$ cat src/rtl/game_pkg.sv
// Shared definitions for the stage loader: grid geometry, cell codes and
// the loader state encoding.
package game_pkg;

    localparam int STAGE_BITS     = 2;
    localparam int GRID_COL_BITS  = 4;
    localparam int GRID_ROW_BITS  = 4;
    localparam int CELL_CODE_BITS = 3;

    localparam logic [CELL_CODE_BITS-1:0] CELL_FLOOR       = 3'd0;
    localparam logic [CELL_CODE_BITS-1:0] CELL_WALL        = 3'd1;
    localparam logic [CELL_CODE_BITS-1:0] CELL_GOAL        = 3'd2;
    localparam logic [CELL_CODE_BITS-1:0] CELL_BOX         = 3'd3;
    localparam logic [CELL_CODE_BITS-1:0] CELL_BOX_GOAL    = 3'd4;
    localparam logic [CELL_CODE_BITS-1:0] CELL_PLAYER      = 3'd5;
    localparam logic [CELL_CODE_BITS-1:0] CELL_PLAYER_GOAL = 3'd6;
    localparam logic [CELL_CODE_BITS-1:0] CELL_RSVD        = 3'd7;

    typedef enum logic [1:0] {
        ST_IDLE  = 2'd0,
        ST_PRIME = 2'd1,
        ST_COPY  = 2'd2,
        ST_DONE  = 2'd3
    } loader_state_e;

    // Reserved code is scrubbed to floor so the playfield never holds it.
    function automatic logic [CELL_CODE_BITS-1:0] map_cell(input logic [CELL_CODE_BITS-1:0] code);
        return (code == CELL_RSVD) ? CELL_FLOOR : code;
    endfunction

endpackage

$ cat src/rtl/loader_cell_stats.sv
// Running statistics over the cells being written: player count (saturating
// at 2), index of the last player cell, and number of loose boxes.
// The *_o outputs are the next-state values, so the owner can capture totals
// that already include the cell being written in the current cycle.
module loader_cell_stats #(
    parameter int IDX_W     = 8,
    parameter int CELL_BITS = 3
) (
    input  logic                 clk,
    input  logic                 rst,
    input  logic                 clear_i,
    input  logic                 wr_vld_i,
    input  logic [CELL_BITS-1:0] code_i,
    input  logic [IDX_W-1:0]     idx_i,
    output logic [1:0]           player_cnt_o,
    output logic [IDX_W-1:0]     player_idx_o,
    output logic [IDX_W:0]       box_cnt_o
);
    import game_pkg::*;

    logic [1:0]       cnt_q, cnt_d;
    logic [IDX_W-1:0] idx_q, idx_d;
    logic [IDX_W:0]   box_q, box_d;
    logic             is_player;

    assign is_player = (code_i == CELL_PLAYER) || (code_i == CELL_PLAYER_GOAL);

    // Next-state: clear on a new load, otherwise fold in the current write.
    always_comb begin
        cnt_d = cnt_q;
        idx_d = idx_q;
        box_d = box_q;
        if (clear_i) begin
            cnt_d = '0;
            idx_d = '0;
            box_d = '0;
        end else if (wr_vld_i) begin
            if (is_player) begin
                idx_d = idx_i;
                if (cnt_q != 2'd2) cnt_d = cnt_q + 2'd1;
            end
            if (code_i == CELL_BOX) box_d = box_q + (IDX_W+1)'(1);
        end
    end

    // Statistic registers.
    always_ff @(posedge clk or posedge rst) begin
        if (rst) begin
            cnt_q <= '0;
            idx_q <= '0;
            box_q <= '0;
        end else begin
            cnt_q <= cnt_d;
            idx_q <= idx_d;
            box_q <= box_d;
        end
    end

    assign player_cnt_o = cnt_d;
    assign player_idx_o = idx_d;
    assign box_cnt_o    = box_d;

endmodule

$ cat src/rtl/game_stage_loader.sv
// Copies one stage's map from the level ROM into the playfield RAM, one cell
// per cycle, and reports the player start position, loose box count and
// whether the map has exactly one player.
module game_stage_loader #(
    parameter int STAGE_BITS = game_pkg::STAGE_BITS,
    parameter int COL_BITS   = game_pkg::GRID_COL_BITS,
    parameter int ROW_BITS   = game_pkg::GRID_ROW_BITS,
    parameter int CELL_BITS  = game_pkg::CELL_CODE_BITS
) (
    input  logic                                 clk,
    input  logic                                 rst,
    input  logic [STAGE_BITS-1:0]                stage,
    input  logic                                 load_req,
    output logic [STAGE_BITS+COL_BITS+ROW_BITS-1:0] rom_addr,
    input  logic [CELL_BITS-1:0]                 rom_data,
    output logic                                 ram_we,
    output logic [COL_BITS+ROW_BITS-1:0]         ram_addr,
    output logic [CELL_BITS-1:0]                 ram_wdata,
    output logic                                 busy,
    output logic                                 done,
    output logic [COL_BITS-1:0]                  player_x,
    output logic [ROW_BITS-1:0]                  player_y,
    output logic [COL_BITS+ROW_BITS:0]           box_count,
    output logic                                 error
);
    import game_pkg::*;

    localparam int IDX_W  = COL_BITS + ROW_BITS;
    localparam int ADDR_W = STAGE_BITS + IDX_W;
    localparam int CNT_W  = IDX_W + 1;

    loader_state_e         state_q;
    logic [STAGE_BITS-1:0] stage_q;
    logic [IDX_W-1:0]      cell_q;     // next cell to fetch from ROM
    logic [IDX_W-1:0]      cell_nxt;
    logic [ADDR_W-1:0]     rom_addr_q;
    logic                  ram_we_q;
    logic [IDX_W-1:0]      ram_addr_q;
    logic                  busy_q;
    logic                  done_q;
    logic [COL_BITS-1:0]   px_q;
    logic [ROW_BITS-1:0]   py_q;
    logic [CNT_W-1:0]      box_q;
    logic                  err_q;

    logic                  accept;
    logic                  last_wr;
    logic [1:0]            st_cnt;
    logic [IDX_W-1:0]      st_idx;
    logic [CNT_W-1:0]      st_box;

    // A request is only honoured when no copy is in flight.
    assign accept   = load_req && ((state_q == ST_IDLE) || (state_q == ST_DONE));
    assign cell_nxt = cell_q + IDX_W'(1);
    assign last_wr  = ram_we_q && (ram_addr_q == '1);

    loader_cell_stats #(
        .IDX_W     (IDX_W),
        .CELL_BITS (CELL_BITS)
    ) u_stats (
        .clk          (clk),
        .rst          (rst),
        .clear_i      (accept),
        .wr_vld_i     (ram_we_q),
        .code_i       (rom_data),
        .idx_i        (ram_addr_q),
        .player_cnt_o (st_cnt),
        .player_idx_o (st_idx),
        .box_cnt_o    (st_box)
    );

    // Loader FSM: PRIME issues the first ROM read, COPY writes one cell per
    // cycle while fetching the next, DONE publishes the captured results.
    always_ff @(posedge clk or posedge rst) begin
        if (rst) begin
            state_q    <= ST_IDLE;
            stage_q    <= '0;
            cell_q     <= '0;
            rom_addr_q <= '0;
            ram_we_q   <= 1'b0;
            ram_addr_q <= '0;
            busy_q     <= 1'b0;
            done_q     <= 1'b0;
            px_q       <= '0;
            py_q       <= '0;
            box_q      <= '0;
            err_q      <= 1'b0;
        end else begin
            done_q <= 1'b0;
            case (state_q)
                ST_IDLE, ST_DONE: begin
                    if (accept) begin
                        stage_q    <= stage;
                        cell_q     <= '0;
                        rom_addr_q <= {stage, {IDX_W{1'b0}}};
                        busy_q     <= 1'b1;
                        state_q    <= ST_PRIME;
                    end else begin
                        busy_q  <= 1'b0;
                        state_q <= ST_IDLE;
                    end
                end
                ST_PRIME: begin
                    ram_we_q   <= 1'b1;
                    ram_addr_q <= cell_q;
                    cell_q     <= cell_nxt;
                    rom_addr_q <= {stage_q, cell_nxt};
                    state_q    <= ST_COPY;
                end
                ST_COPY: begin
                    if (last_wr) begin
                        ram_we_q <= 1'b0;
                        busy_q   <= 1'b0;
                        done_q   <= 1'b1;
                        px_q     <= st_idx[COL_BITS-1:0];
                        py_q     <= st_idx[IDX_W-1:COL_BITS];
                        box_q    <= st_box;
                        err_q    <= (st_cnt != 2'd1);
                        state_q  <= ST_DONE;
                    end else begin
                        ram_addr_q <= cell_q;
                        cell_q     <= cell_nxt;
                        rom_addr_q <= {stage_q, cell_nxt};
                    end
                end
                default: state_q <= ST_IDLE;
            endcase
        end
    end

    assign rom_addr  = rom_addr_q;
    assign ram_we    = ram_we_q;
    assign ram_addr  = ram_addr_q;
    assign ram_wdata = ram_we_q ? map_cell(rom_data) : '0;
    assign busy      = busy_q;
    assign done      = done_q;
    assign player_x  = px_q;
    assign player_y  = py_q;
    assign box_count = box_q;
    assign error     = err_q;

endmodule

$ cat config.mk
export PLATFORM = sky130hd
export DESIGN_NAME = game_stage_loader
export DESIGN_NICKNAME = d
export VERILOG_FILES = /design/src/rtl/game_pkg.sv /design/src/rtl/loader_cell_stats.sv /design/src/rtl/game_stage_loader.sv
export SDC_FILE = /design/constraint.sdc
export NUM_CORES = 1
export LEC_CHECK = 0
export ABC_AREA = 1
export BUFFER_PORTS_ARGS = -buffer_cell sky130_fd_sc_hd__buf_2
export CORE_UTILIZATION = 50
export CTS_BUF_LIST = sky130_fd_sc_hd__clkbuf_8
export CTS_CLUSTER_DIAMETER = 50
export DETAILED_ROUTE_END_ITERATION = 10
export PLACE_DENSITY = 0.73
export SYNTH_ARGS = -nofsm -noshare
export SYNTH_HDL_FRONTEND = slang
export SYNTH_SLANG_ARGS = --single-unit
export TNS_END_PERCENT = 5
$ cat constraint.sdc
create_clock -name clk -period 2.2 [get_ports clk]
set_input_delay 0.22 -clock clk [delete_from_list [all_inputs] [get_ports clk]]
set_output_delay 0.22 -clock clk [all_outputs]
set_load 0.01 [all_outputs]
=== Yosys cells after proc, flatten, opt, wreduce, memory -nomap -nowiden ===
Cells that the tools add are included.

* Add/subtract/negate cells: 3
* Equal/unequal tests: 13
* Multiplexer cells: 29
* Reductions and logical operators: 14

{| class="wikitable"
|+ Operators by type and width
! operator !! number
|-
| $mux 8 || 6
|-
| $pmux 10 s3 || 1
|-
| $mux 9 || 3
|-
| $pmux 8 s3 || 1
|-
| $mux 10 || 2
|-
| $pmux 8 s2 || 1
|-
| $reduce_and 2->1 || 6
|-
| $mux 2 || 5
|-
| $add 9x1->9 const B || 1
|-
| $eq 3x3->1 const B || 3
|-
| $add 8x1->8 const B || 1
|-
| $eq 8x8->1 const B || 1
|-
| $ne 2x2->1 const B || 4
|-
| $mux 3 || 2
|-
| $pmux 2 s3 || 1
|-
| $mux 1 || 5
|-
| $eq 2x2->1 const B || 2
|-
| $pmux 1 s2 || 2
|-
| $reduce_bool 2->1 || 2
|-
| $eq 3x2->1 const B || 1
|-
| $add 2x1->2 const B || 1
|-
| $eq 2x1->1 const B || 1
|-
| $logic_and 1x1->1 || 2
|-
| $logic_not 2->1 || 1
|-
| other kinds (3) || 4
|}

* Flip-flop bits (word level): 70
* Input port bits: 8

=== Logic depth before layout (Yosys ltp) ===
Gate-level depths: netlist of the first run.

* Depth after elaboration: 6
* Depth in mapped cells: 9
* Mapped depth without buffers: 9

=== Hierarchy ===
Synthesis of the first run repeated with hierarchy kept, for this count alone.

* Cell total of the unflattened synthesis: 388
* Area, all modules: 2979.1 sq um

{| class="wikitable"
|+ Modules (own cells, without submodules)
! module !! times used !! cells an instance !! area each (sq um) !! seq. area each (sq um)
|-
| game_stage_loader || 1 || 250 || 1999.4 || 1076.0
|-
| loader_cell_stats || 1 || 138 || 979.7 || 475.5
|}

=== Worst setup path after synthesis of the first run ===
No wires, ideal clock.

* Path type: flip-flop to flip-flop
* Start: register state_q[1]
* End: register box_q[1] (netlist: box_count[1])
* Library setup time: 0.076 ns
* Arrival: 1.455 ns
* Data required time: 2.124 ns
* Setup slack: 0.668 ns
* Stages on the path, launching flop included: 7
* Path buffers: 0
* Clock period less this slack: 1.532 ns
* Cells stage by stage: dfrtp_1 -> ha_1 -> nand2_2 -> clkinv_1 -> nor2_1 -> o21ai_0 -> o21ai_1

* Longest elaborated chain between the ends: 4

{| class="wikitable"
|+ Ends and longest elaborated chain
! what !! line !! text
|-
| start, declared || game_stage_loader.sv:32 || <nowiki>loader_state_e state_q;</nowiki>
|-
| start signal, assigned || game_stage_loader.sv:76 || <nowiki>state_q <= ST_IDLE;</nowiki>
|-
| start signal, assigned || game_stage_loader.sv:97 || <nowiki>state_q <= ST_PRIME;</nowiki>
|-
| start signal, assigned || game_stage_loader.sv:100 || <nowiki>state_q <= ST_IDLE;</nowiki>
|-
| $eq 2x2->1 or $logic_not 2->1 (tied branches) || game_stage_loader.sv:53 || <nowiki>assign accept = load_req && ((state_q == ST_IDLE) || (state_q == ST_DONE));</nowiki>
|-
| $logic_or 1x1->1 || game_stage_loader.sv:53 ||
|-
| $logic_and 1x1->1 || game_stage_loader.sv:53 ||
|-
| $mux 9 || loader_cell_stats.sv:33 || <nowiki>if (clear_i) begin</nowiki>
|-
| end signal, assigned || game_stage_loader.sv:117 || <nowiki>box_q <= st_box;</nowiki>
|-
| end, declared || game_stage_loader.sv:43 || <nowiki>logic [CNT_W-1:0] box_q;</nowiki>
|}

Parallel ways exist; a longest one is shown, timed or not.
A chain may end at the register's enable or synchronous reset.

=== Final worst setup path of the first run ===
* Start: register state_q[0]
* End: register px_q[1] (netlist: player_x[1])

* Longest elaborated chain between the ends: 4

{| class="wikitable"
|+ Ends and longest elaborated chain
! what !! line !! text
|-
| $eq 2x2->1 or $logic_not 2->1 (tied branches) || game_stage_loader.sv:53 ||
|-
| $logic_or 1x1->1 || game_stage_loader.sv:53 ||
|-
| $logic_and 1x1->1 || game_stage_loader.sv:53 ||
|-
| $mux 8 || loader_cell_stats.sv:33 ||
|-
| end signal, assigned || game_stage_loader.sv:115 || <nowiki>px_q <= st_idx[COL_BITS-1:0];</nowiki>
|-
| end, declared || game_stage_loader.sv:41 || <nowiki>logic [COL_BITS-1:0] px_q;</nowiki>
|}

Parallel ways exist; a longest one is shown, timed or not.

==> impl_table.tex, run 1 <==
\begin{tabular}{lr}
\hline
Metric & Value \\
\hline
\multicolumn{2}{l}{\textbf{Status}} \\
\quad Status & completed \\
\multicolumn{2}{l}{\textbf{Setup path}} \\
\quad Maximum fanout along the worst path & 10 \\
\quad CP endpoint kind & flip-flop \\
\quad Worst setup path class & reg -> reg \\
\quad Startpoint Class & flip-flop \\
\quad Required time of the critical path & about 2.5 ns \\
\quad WP data arrival & 1.96 ns \\
\multicolumn{2}{l}{\textbf{Clocking}} \\
\quad Number of buffers created by CTS & 9 \\
\quad Post-CTS Setup Inserts & 0 \\
\quad Clock transition at the registers of the reported paths & 0.07 ns \\
\quad Deepest clock path buffer count & 2 \\
\quad Total of hold buffers inserted after clock tree synthesis & 1 \\
\quad \# clock sinks & 62 \\
\quad Clock insertion delay at the later pin of the skew report & about 0.34 ns \\
\quad Number of H-tree branching levels & 3 \\
\quad CTS root buffer & sky130\_fd\_sc\_hd\_\_clkbuf\_8 \\
\quad Resized Gates After CTS & 0 \\
\quad Clock tree from TritonCTS & built \\
\multicolumn{2}{l}{\textbf{Timing}} \\
\quad Achievable Freq & roughly 600 MHz \\
\quad Pin slew with the least headroom to its limit & roughly 0.54 ns \\
\quad Max-slew violations & 0 \\
\quad Unrepaired setup endpoints after global routing & no \\
\quad Tightest slew margin relative to the limit & a little under two thirds \\
\quad Min cycle time layout & around 1.7 ns \\
\quad Max Clock Skew & $\sim$0.0056 ns \\
\quad Final-layout setup total negative slack & 0 ns \\
\quad Final setup violation count & 0 \\
\quad Final hold violations & 0 \\
\quad Post-route clock period utilization & 77.3\% \\
\multicolumn{2}{l}{\textbf{Routing}} \\
\quad Drt pass-1 iters & 4 \\
\quad Iter 0 DRT Violations & 181 \\
\quad Remaining design rule violation count & 0 \\
\quad Total number of vias & between 2,000 and 2,500 \\
\quad Vias/cell & slightly below 5 \\
\quad Detail-routed net length per standard cell & between 10 and 15 um \\
\quad Detail Route Antenna Nets & 0 \\
\quad Total wire length after detailed routing & 6000 um \\
\multicolumn{2}{l}{\textbf{Cells and area}} \\
\quad Synth-to-layout area growth & 19.3\% \\
\quad Layout filler cell count & between 400 and 500 \\
\quad Area taken by flip-flops and latches & $\sim$1600 um2 \\
\quad Leading cell types in the layout, fill and taps excluded & sky130\_fd\_sc\_hd\_\_nand2\_1 (105), sky130\_fd\_sc\_hd\_\_dfrtp\_1 (62), sky130\_fd\_sc\_hd\_\_inv\_1 (57), sky130\_fd\_sc\_hd\_\_buf\_2 (49), sky130\_fd\_sc\_hd\_\_nor2\_1 (34) \\
\quad Layout net count & 432 \\
\quad Number of antenna diodes & 0 \\
\quad Fraction of layout cells with a size suffix above 1 & 20.0\% \\
\quad Area occupied by multi-input gates & about 1100 um2 \\
\quad Most common cell after layout, fill and taps aside & sky130\_fd\_sc\_hd\_\_nand2\_1 \\
\multicolumn{2}{l}{\textbf{Power and ir drop}} \\
\quad Switching power share of the total & between 20\% and 30\% \\
\quad Peak ir drop on the vdd network & between 0.4 and 0.5 mV \\
\quad Internal & $\sim$2.1 mW \\
\quad Power share of the sequential group & between 40\% and 50\% \\
\quad Clock share of power & 41.8\% \\
\quad Power per unit of standard cell area & 794 nW/um2 \\
\quad Total power & between 2 and 3 mW \\
\quad Sw Pwr & 0.722 mW \\
\quad Static power due to leakage & around 1.9 nW \\
\quad Comb pwr share & 12.1\% \\
\multicolumn{2}{l}{\textbf{Synthesis}} \\
\quad Synth cell types & 29 \\
\quad Net count after synthesis & 376 \\
\quad Number of register bits inferred by synthesis & between 60 and 70 \\
\quad Gate count after technology mapping & between 300 and 400 \\
\quad Most area-consuming cells after synthesis & sky130\_fd\_sc\_hd\_\_dfrtp\_1 (53\%), sky130\_fd\_sc\_hd\_\_nand2\_1 (13\%), sky130\_fd\_sc\_hd\_\_inv\_1 (7.3\%) \\
\quad Post-synthesis area per instance & $\sim$8.1 um2 \\
\quad Yosys top cell by area & sky130\_fd\_sc\_hd\_\_dfrtp\_1 \\
\quad Area share of the largest cell type after synthesis & a little over half \\
\quad Proportion of synthesized chip area in sequential cells & 52.7\% \\
\quad Synthesized cell area & approximately 3000 um2 \\
\quad Number of warning messages in the yosys log & 0 \\
\multicolumn{2}{l}{\textbf{Hold path}} \\
\quad Min-delay worst type & in -> reg \\
\multicolumn{2}{l}{\textbf{GRT}} \\
\quad Global router's overall resource usage & 22.1\% \\
\quad Maximum number of pins on one net before global-route repair & 39 \\
\quad GRT overflow & 0 \\
\quad Antenna violations before repair & 0 \\
\quad Vias in the first global route & 2,307 \\
\quad First-pass GRT wire length & $\sim$10,000 um \\
\multicolumn{2}{l}{\textbf{Die}} \\
\quad Floorplan die height & between 70 and 80 um \\
\quad Starting utilization of the core area & 52.8\% \\
\quad Placeable core region & 5570 um2 \\
\quad Die span in x & between 70 and 80 um \\
\quad Row count & 27 \\
\quad Die footprint & just over 6000 um2 \\
\quad Ports placed on the boundary & 50 \\
\multicolumn{2}{l}{\textbf{Placement}} \\
\quad Detailed placer's ending HPWL & $\sim$4300 um \\
\quad Weighted congestion reported at the end of routability-driven placement & 0.864 \\
\quad Count of port buffers added during placement & 49 \\
\multicolumn{2}{l}{\textbf{Run}} \\
\quad Max Cap Viol & 0 \\
\hline
\end{tabular}
[sequential cells by signal, indices dropped and copies added, names as in the netlist]
signal,flops
state_q,2
player_y,4
stage_q,2
busy,1
done,1
error,1
box_count,9
u_stats.box_q,9
u_stats.idx_q,8
ram_we,1
cell_q,7
player_x,4
u_stats.cnt_q,2
ram_addr,8
rom_addr,3
[synth_stat cells]
cell                       instances
sky130_fd_sc_hd__a21o_1            1
sky130_fd_sc_hd__nand4_1           6
sky130_fd_sc_hd__a21oi_1           1
sky130_fd_sc_hd__o21ai_2           1
sky130_fd_sc_hd__nand2_2           4
sky130_fd_sc_hd__nor3_1            1
sky130_fd_sc_hd__xnor2_1           1
sky130_fd_sc_hd__nand4_4           1
sky130_fd_sc_hd__nand3_2           2
sky130_fd_sc_hd__o21ai_0          17
sky130_fd_sc_hd__clkbuf_1          2
sky130_fd_sc_hd__nor2_4            4
sky130_fd_sc_hd__nand3b_1          1
sky130_fd_sc_hd__o21ai_1          25
sky130_fd_sc_hd__buf_4             2
sky130_fd_sc_hd__o21bai_1          1
sky130_fd_sc_hd__ha_1              4
sky130_fd_sc_hd__buf_2             4
sky130_fd_sc_hd__buf_6             1
sky130_fd_sc_hd__nor2_1           34
sky130_fd_sc_hd__clkinv_1          1
sky130_fd_sc_hd__dfrtp_1          62
sky130_fd_sc_hd__xor2_1            2
sky130_fd_sc_hd__nand2_1         105
sky130_fd_sc_hd__and3_1            2
sky130_fd_sc_hd__or2_2             2
sky130_fd_sc_hd__nand3_1          18
sky130_fd_sc_hd__inv_2             2
sky130_fd_sc_hd__inv_1            57
[metrics by stage]
stage / area, um2 / utilization [%] / worst slack [ns] / hold slack [ns] / std cells
finish: 3510 / 63.0 / 0.500 / 0.165 / 497
CTS: 3510 / 63.0 / 0.475 / 0.161 / 497
global placement: 3270 / 58.6 / 0.540 / 0.292 / 480
detailed placement: 3270 / 58.6 / 0.491 / 0.298 / 480
floorplan: 2940 / - / 0.439 / 0.386 / 364
global route: 3510 / 63.0 / 0.322 / 0.196 / 497
[path summary, 6_finish.rpt]
| check | from | end | slack (ns) | cells after the start |
|---|---|---|---|---|
| max in group asynchronous | rst | player_x[0]$_DFFE_PP0P_ | 1.14 | 4 |
| hold reg to reg | box_count[7]$_DFFE_PP0P_ | box_count[7]$_DFFE_PP0P_ | 0.48 | 2 |
| setup reg to reg | state_q[0]$_DFFE_PP0P_ | player_x[1]$_DFFE_PP0P_ | 0.50 | 7 |
| setup / recovery | state_q[0]$_DFFE_PP0P_ | player_x[1]$_DFFE_PP0P_ | 0.50 | 7 |
| hold / removal | stage[0] | stage_q[0]$_DFFE_PP0P_ | 0.16 | 3 |
| min in group asynchronous | rst | stage_q[1]$_DFFE_PP0P_ | 0.47 | 3 |
[cell type report]
class	instances	share of cell area, %
Clock buffer	12	4.70
Inverter	60	6.41
Multi-Input combinational cell	233	31.7
Clock inverter	4	1.96
Sequential cell	62	44.2
Tap cell	72	2.57
Timing Repair Buffer	54	8.48
[worst max-delay path, cell delays in order (launching register included)]
cell	delay [ns]
sky130_fd_sc_hd__dfrtp_1	0.33
sky130_fd_sc_hd__inv_1	0.05
sky130_fd_sc_hd__ha_1	0.39
sky130_fd_sc_hd__nand2_2	0.12
sky130_fd_sc_hd__clkinv_1	0.31
sky130_fd_sc_hd__nor2_1	0.20
sky130_fd_sc_hd__nand2_1	0.09
sky130_fd_sc_hd__o21ai_0	0.14
[logic make-up (layout without fill, tap and decap cells)]
| kind of cell | after synthesis | in the layout | synth area share, % |
|---|---|---|---|
| fa+ha+maj | 4 | 4 | 1.70 |
| xor+xnor | 3 | 3 | 0.893 |
| simple gates | 180 | 180 | 27.1 |
| buf+inv | 69 | 130 | 9.48 |
| flops | 62 | 62 | 52.7 |
| compound gates | 46 | 46 | 8.12 |
[per-layer routing]
layer  GRT usage, %  routed length (um)  vias to the layer above
met5              0                   0                        -
met4           10.2                  99                        0
met3           3.91                 240                        9
met2           35.7                2800                       54
met1           29.0                2860                     1100
li1               -                   -                     1242
[power groups by stage]
stage | clock network [mW] | logic (mW) | registers [mW]
detailed placement | 0 | 0.335 | 1.30
global placement | 0 | 0.324 | 1.30
floorplan | 0 | 0.266 | 1.28
global route | 1.22 | 0.394 | 1.29
CTS | 1.17 | 0.339 | 1.28
finish | 1.17 | 0.337 | 1.28
No activity file was read; power rests on OpenSTA's default activity.
==> inputs of run 2 (changes only) <==
- clock period: 2.2 -> 1.69 ns (I/O delays scaled with it)
==> run 2 against run 1 <==
- power rose by 24%
- worst hold slack got worse by 0.060 ns
- clock skew rose by 0.0038 ns
- critical endpoint is now cell_q[6]$_DFFE_PP0P_
- global-route usage fell by 0.42 points
- clock power rose by 15%
- sequential power rose by 30%
- setup slack got worse by 0.38 ns
- final cell count rose by 1.2%
- first-iteration DRC count fell by 5.0%
- clock-buffer cell count did not move
- die area did not move
- highest routed layer unchanged
==> impl_table.tex, run 2 (same netlist as run 1, synthesis figures left out) <==
\begin{tabular}{lr}
\hline
Metric & Value \\
\hline
\multicolumn{2}{l}{\textbf{Clocking}} \\
\quad Clock insertion delay at the later pin of the skew report & between 0.3 and 0.4 ns \\
\quad Number of H-tree branching levels & 3 \\
\quad \# clock sinks & 62 \\
\quad Clock transition at the registers of the reported paths & roughly 0.060 ns \\
\quad Clock tree from TritonCTS & built \\
\quad Post-CTS Setup Inserts & 0 \\
\quad Number of buffers created by CTS & 9 \\
\quad CTS root buffer & sky130\_fd\_sc\_hd\_\_clkbuf\_8 \\
\quad Deepest clock path buffer count & 2 \\
\multicolumn{2}{l}{\textbf{Setup path}} \\
\quad CP endpoint kind & flip-flop \\
\quad Maximum fanout along the worst path & 14 \\
\quad Startpoint Class & flip-flop \\
\quad Worst setup path class & reg -> reg \\
\quad WP data arrival & 1.79 ns \\
\quad Required time of the critical path & between 1.5 and 2 ns \\
\multicolumn{2}{l}{\textbf{Cells and area}} \\
\quad Fraction of layout cells with a size suffix above 1 & a little over a fifth \\
\quad Synth-to-layout area growth & 21.4\% \\
\quad Area occupied by multi-input gates & between 1000 and 1500 um2 \\
\quad Layout filler cell count & 480 \\
\quad Leading cell types in the layout, fill and taps excluded & sky130\_fd\_sc\_hd\_\_nand2\_1 (105), sky130\_fd\_sc\_hd\_\_dfrtp\_1 (62), sky130\_fd\_sc\_hd\_\_inv\_1 (56), sky130\_fd\_sc\_hd\_\_buf\_2 (49), sky130\_fd\_sc\_hd\_\_nor2\_1 (34) \\
\quad Layout net count & roughly 440 \\
\quad Final design area excluding fillers & $\sim$3600 um2 \\
\quad Most common cell after layout, fill and taps aside & sky130\_fd\_sc\_hd\_\_nand2\_1 \\
\quad Area taken by flip-flops and latches & 1550 um2 \\
\quad Number of antenna diodes & 0 \\
\multicolumn{2}{l}{\textbf{Power and ir drop}} \\
\quad Comb pwr share & roughly an eighth \\
\quad Static power due to leakage & between 1.5 and 2 nW \\
\quad Power share of the sequential group & roughly half \\
\quad Switching power share of the total & about a quarter \\
\quad Clock share of power & about two fifths \\
\quad Sw Pwr & 0.916 mW \\
\quad Power per unit of standard cell area & 969 nW/um2 \\
\quad Internal & $\sim$2.5 mW \\
\quad Peak ir drop on the vdd network & 0.537 mV \\
\quad Total power & around 3.5 mW \\
\multicolumn{2}{l}{\textbf{Routing}} \\
\quad Iter 0 DRT Violations & between 150 and 200 \\
\quad Detail Route Antenna Nets & 0 \\
\quad Detail-routed net length per standard cell & approximately 12 um \\
\quad Total number of vias & 2,415 \\
\quad Total wire length after detailed routing & between 6000 and 7000 um \\
\quad Remaining design rule violation count & 0 \\
\quad Drt pass-1 iters & 5 \\
\quad Vias/cell & 4.80 \\
\multicolumn{2}{l}{\textbf{Timing}} \\
\quad Max-slew violations & 0 \\
\quad Achievable Freq & 638 MHz \\
\quad Tightest slew margin relative to the limit & about three quarters \\
\quad Min cycle time layout & 1.57 ns \\
\quad Pin slew with the least headroom to its limit & 0.345 ns \\
\quad Post-route clock period utilization & 92.8\% \\
\quad Final hold violations & 0 \\
\quad Unrepaired setup endpoints after global routing & no \\
\quad Max Clock Skew & 0.00935 ns \\
\quad Final-layout setup total negative slack & 0 ns \\
\quad Final setup violation count & 0 \\
\multicolumn{2}{l}{\textbf{Die}} \\
\quad Starting utilization of the core area & between 50\% and 60\% \\
\quad Die footprint & just over 6000 um2 \\
\quad Die span in x & 78.7 um \\
\quad Floorplan die height & 78.7 um \\
\quad Row count & 27 \\
\quad Ports placed on the boundary & 50 \\
\quad Placeable core region & between 5000 and 6000 um2 \\
\multicolumn{2}{l}{\textbf{Placement}} \\
\quad Placed cell areas & 3350 um2 \\
\quad Detailed placer's ending HPWL & 4350 um \\
\quad Count of port buffers added during placement & slightly below 50 \\
\quad Weighted congestion reported at the end of routability-driven placement & just over 0.8 \\
\multicolumn{2}{l}{\textbf{GRT}} \\
\quad Vias in the first global route & around 2,200 \\
\quad Antenna violations before repair & 0 \\
\quad Global router's overall resource usage & 21.7\% \\
\quad GRT overflow & 0 \\
\quad First-pass GRT wire length & between 10,000 and 15,000 um \\
\quad Maximum number of pins on one net before global-route repair & 32 \\
\multicolumn{2}{l}{\textbf{Status}} \\
\quad Status & completed \\
\multicolumn{2}{l}{\textbf{Run}} \\
\quad Max Cap Viol & 0 \\
\multicolumn{2}{l}{\textbf{Hold path}} \\
\quad Min-delay worst type & in -> reg \\
\hline
\end{tabular}
[run 2: path summary, 6_finish.rpt]
kind	startpoint	slack, ns	end	cells past startpoint
worst min-delay path	stage[1]	0.10	stage_q[1]$_DFFE_PP0P_	3
min in group asynchronous	rst	0.35	player_y[0]$_DFFE_PP0P_	3
worst min register to register	player_x[2]$_DFFE_PP0P_	0.48	player_x[2]$_DFFE_PP0P_	2
worst max-delay path	state_q[1]$_DFFE_PP0P_	0.12	cell_q[6]$_DFFE_PP0P_	6
max in group asynchronous	rst	0.79	u_stats.cnt_q[1]$_DFF_PP0_	4
worst max register to register	state_q[1]$_DFFE_PP0P_	0.12	cell_q[6]$_DFFE_PP0P_	6
[run 2: critical path, cell delays in order (launching register included)]
cell and delay [ns]:
sky130_fd_sc_hd__dfrtp_1 0.39, sky130_fd_sc_hd__ha_2 0.40, sky130_fd_sc_hd__inv_2 0.05, sky130_fd_sc_hd__or2_2 0.29, sky130_fd_sc_hd__nand2_4 0.15, sky130_fd_sc_hd__nand3b_1 0.13
sky130_fd_sc_hd__nand2_1 0.05
[run 2: cell type report]
| class | instances | share of cell area [%] |
|---|---|---|
| sequential | 62 | 43.4 |
| multi-input combinational | 233 | 31.4 |
| timing repair buffer | 61 | 10.5 |
| inverter | 60 | 6.41 |
| clock buffer | 12 | 4.62 |
| tap | 72 | 2.52 |
| clock inverter | 3 | 1.19 |
[run 2: through the flow]
| stage | util [%] | worst slack, ns | hold slack (ns) | std cells |
|---|---|---|---|---|
| after global placement | 60.1 | 0.112 | 0.164 | 487 |
| after CTS | 64.0 | 0.0267 | 0.0899 | 503 |
| after global routing | 64.1 | 0.0128 | 0.128 | 503 |
| after detailed placement | 60.1 | 0.0506 | 0.164 | 487 |
| final | 64.1 | 0.122 | 0.105 | 503 |
| after floorplan | - | 0.158 | 0.288 | 364 |
[run 2: power by group through the flow]
| stage | clock [mW] | combinational (mW) | sequential (mW) |
|---|---|---|---|
| 2_1_floorplan | 0 | 0.347 | 1.67 |
| 3_3_place_gp | 0 | 0.433 | 1.68 |
| 3_5_place_dp | 0 | 0.454 | 1.69 |
| 4_1_cts | 1.37 | 0.463 | 1.66 |
| 5_1_grt | 1.42 | 0.528 | 1.67 |
| 6_report | 1.34 | 0.461 | 1.66 |
[run 2: per-layer routing]
metal / wire length, um / vias up / GRT usage [%]
met5: 0 / - / 0
met4: 114 / 0 / 11.1
met1: 2930 / 1091 / 30.0
li1: - / 1256 / -
met3: 250 / 13 / 3.91
met2: 2750 / 55 / 32.6
[run 2: repair_timing]
action	4_1_cts	5_1_grt
gates resized for setup	0	2
hold buffers	1	0
hold endpoints to repair	13	0
setup endpoints to repair	0	8
==> inputs of run 3 (changes only) <==
- RECOVER_POWER: not set -> 25
==> run 3 against run 2 <==
- first-iteration DRC count stayed put
- clock power hardly changed
- sequential share of layout area increased by 0.18 points
- power barely moved
- critical path depth is the same
- flip-flop and latch count is the same
- global-route usage is the same
- non-clock buffer count unchanged
- final area is 0.42% lower
- via count is essentially flat
- critical endpoint unchanged
- largest power group unchanged
==> impl_table.tex, run 3 (same netlist as run 1, synthesis figures left out) <==
\begin{tabular}{lr}
\hline
Metric & Value \\
\hline
\multicolumn{2}{l}{\textbf{Status}} \\
\quad Status & completed \\
\multicolumn{2}{l}{\textbf{Hold path}} \\
\quad Number of cells on the worst hold path & 3 \\
\quad Min-delay worst type & in -> reg \\
\quad Beginning of the worst hold path & stage[1] \\
\quad Hold Crit Endpoint & stage\_q[1]\$\_DFFE\_PP0P\_ \\
\multicolumn{2}{l}{\textbf{Placement}} \\
\quad Pre-CTS setup slack & between 0.05 and 0.06 ns \\
\quad Weighted congestion reported at the end of routability-driven placement & just over 0.8 \\
\quad Count of port buffers added during placement & 49 \\
\quad Detailed placer's ending HPWL & between 4000 and 5000 um \\
\quad Total placed cells including tap cells & about 500 \\
\multicolumn{2}{l}{\textbf{Setup path}} \\
\quad Critical path cell sequence & ha\_2, inv\_2, or2\_2, nand2\_4, nand3b\_1, nand2\_1 \\
\quad Worst reg2reg endpoint & cell\_q[6]\$\_DFFE\_PP0P\_ \\
\quad Maximum fanout along the worst path & 14 \\
\quad Source of the worst register-to-register timing path & state\_q[1]\$\_DFFE\_PP0P\_ \\
\quad Worst setup path class & reg -> reg \\
\quad Required time of the critical path & 1.91 ns \\
\quad Cell count of the worst reg-to-reg path & 6 \\
\quad WP data arrival & around 1.8 ns \\
\quad Master of the slowest instance on the critical path & sky130\_fd\_sc\_hd\_\_ha\_2 \\
\quad Startpoint Class & flip-flop \\
\quad Reg2Reg Setup Slack & around 0.12 ns \\
\quad Maximum cell stage delay along the critical path & around 0.40 ns \\
\quad CP endpoint kind & flip-flop \\
\multicolumn{2}{l}{\textbf{Timing}} \\
\quad Min cycle time layout & between 1.5 and 2 ns \\
\quad Worst hold margin & 0.105 ns \\
\quad Achievable Freq & roughly 640 MHz \\
\quad Final hold violations & 0 \\
\quad Final setup violation count & 0 \\
\quad Max-slew violations & 0 \\
\quad Pin slew with the least headroom to its limit & between 0.6 and 0.7 ns \\
\quad Unrepaired setup endpoints after global routing & no \\
\quad Final WS setup & 0.122 ns \\
\quad Post-route clock period utilization & slightly above 90\% \\
\quad Final-layout setup total negative slack & 0 ns \\
\quad Max Clock Skew & 0.00935 ns \\
\quad Tightest slew margin relative to the limit & 58.2\% \\
\multicolumn{2}{l}{\textbf{Routing}} \\
\quad Detail-routed net length per standard cell & $\sim$12 um \\
\quad Remaining design rule violation count & 0 \\
\quad Vias/cell & a little under 5 \\
\quad Total number of vias & around 2,400 \\
\quad Iter 0 DRT Violations & about 170 \\
\quad Drt pass-1 iters & 5 \\
\quad Detail Route Antenna Nets & 0 \\
\quad Total wire length after detailed routing & around 6000 um \\
\multicolumn{2}{l}{\textbf{Die}} \\
\quad Row count & 27 \\
\quad Die footprint & 6200 um2 \\
\quad Die span in x & just under 80 um \\
\quad Ports placed on the boundary & 50 \\
\quad Placeable core region & around 5600 um2 \\
\quad Floorplan die height & just under 80 um \\
\quad Starting utilization of the core area & a little over half \\
\multicolumn{2}{l}{\textbf{Cells and area}} \\
\quad Layout filler cell count & 483 \\
\quad Synth-to-layout area growth & 20.9\% \\
\quad Layout net count & 439 \\
\quad Most common cell after layout, fill and taps aside & sky130\_fd\_sc\_hd\_\_nand2\_1 \\
\quad Number of antenna diodes & 0 \\
\quad Fraction of layout cells with a size suffix above 1 & between 20\% and 30\% \\
\quad Non-Filler Instances & $\sim$500 \\
\quad Leading cell types in the layout, fill and taps excluded & sky130\_fd\_sc\_hd\_\_nand2\_1 (105), sky130\_fd\_sc\_hd\_\_dfrtp\_1 (62), sky130\_fd\_sc\_hd\_\_inv\_1 (56), sky130\_fd\_sc\_hd\_\_buf\_2 (49), sky130\_fd\_sc\_hd\_\_nor2\_1 (34) \\
\multicolumn{2}{l}{\textbf{Clocking}} \\
\quad Clock transition at the registers of the reported paths & approximately 0.06 ns \\
\quad Number of buffers created by CTS & 9 \\
\quad Deepest clock path buffer count & 2 \\
\quad Clock insertion delay at the later pin of the skew report & around 0.33 ns \\
\quad CTS root buffer & sky130\_fd\_sc\_hd\_\_clkbuf\_8 \\
\quad \# clock sinks & 62 \\
\quad Clock tree from TritonCTS & built \\
\quad Post-CTS Setup Inserts & 0 \\
\quad Number of H-tree branching levels & 3 \\
\multicolumn{2}{l}{\textbf{GRT}} \\
\quad Vias in the first global route & $\sim$2,200 \\
\quad Global router's overall resource usage & a little over a fifth \\
\quad Antenna violations before repair & 0 \\
\quad First-pass GRT wire length & about 10,000 um \\
\quad GRT overflow & 0 \\
\quad Maximum number of pins on one net before global-route repair & 32 \\
\multicolumn{2}{l}{\textbf{Run}} \\
\quad Max Cap Viol & 0 \\
\multicolumn{2}{l}{\textbf{Power and ir drop}} \\
\quad Power per unit of standard cell area & a little under 1000 nW/um2 \\
\quad Static power due to leakage & 1.86 nW \\
\quad Peak ir drop on the vdd network & 0.537 mV \\
\hline
\end{tabular}
==> run 3: changes by cell type in the layout (fill, tap and decap cells not counted), sizes merged <==
cell	before	now
buf	60	59
clkbuf	12	13
==> run 3: repair_timing <==
item	4_1_cts	5_1_grt
hold buffers	1	0
hold endpoints to repair	13	0
setup endpoints to repair	0	8
resized for setup	0	2
==> run 3: final cells by class <==
type	count	area [um2]	share of cell area [%]
inverter	60	226	6.36
clock inverter	3	42.5	1.20
multi-input combinational	233	1120	31.5
tap	72	90.1	2.53
sequential	62	1550	43.6
clock buffer	12	165	4.64
timing repair buffer	61	363	10.2
==> run 3: worst max path at each step <==
| stage | to | slack, ns | start | depth (start not counted) |
|---|---|---|---|---|
| after floorplan | box_count[1]$_DFFE_PP0P_ | 0.16 | state_q[1]$_DFFE_PP0P_ | 6 |
| after global placement | cell_q[6]$_DFFE_PP0P_ | 0.11 | state_q[1]$_DFFE_PP0P_ | 6 |
| after detailed placement | cell_q[6]$_DFFE_PP0P_ | 0.05 | state_q[1]$_DFFE_PP0P_ | 6 |
| after CTS | cell_q[6]$_DFFE_PP0P_ | 0.03 | state_q[1]$_DFFE_PP0P_ | 6 |
| after global routing | error$_DFFE_PP0P_ | 0.01 | ram_we$_DFFE_PP0P_ | 8 |
| final | cell_q[6]$_DFFE_PP0P_ | 0.12 | state_q[1]$_DFFE_PP0P_ | 6 |
==> run 3: where the power goes <==
| group | internal [mW] | switching (mW) | total (mW) |
|---|---|---|---|
| registers | 1.59 | 0.0773 | 1.67 |
| clock network | 0.791 | 0.547 | 1.34 |
| logic | 0.164 | 0.293 | 0.457 |
==> run 3: per-layer routing <==
layer	wire, um	global-route usage (%)	up-vias
met4	119	11.1	0
met5	0	0	-
met3	232	3.91	13
li1	-	-	1256
met2	2730	32.6	55
met1	2970	30.0	1093
==> run 3: stage by stage <==
step | total power [mW] | area (um2) | utilization [%]
after floorplan | 2.02 | 2950 | -
after global placement | 2.12 | 3350 | 60.1
after detailed placement | 2.14 | 3350 | 60.1
after CTS | 3.49 | 3570 | 64.0
after global routing | 3.62 | 3560 | 63.9
final | 3.46 | 3560 | 63.9
==> run 3: worst max-delay path, delay by kind of cell, from the launching register on <==
kind / cells / cell delay (ns)
adders and majority gates: 1 / 0.40
DFF: 1 / 0.39
and+or+nand+nor: 4 / 0.62
buffers and inverters: 1 / 0.05
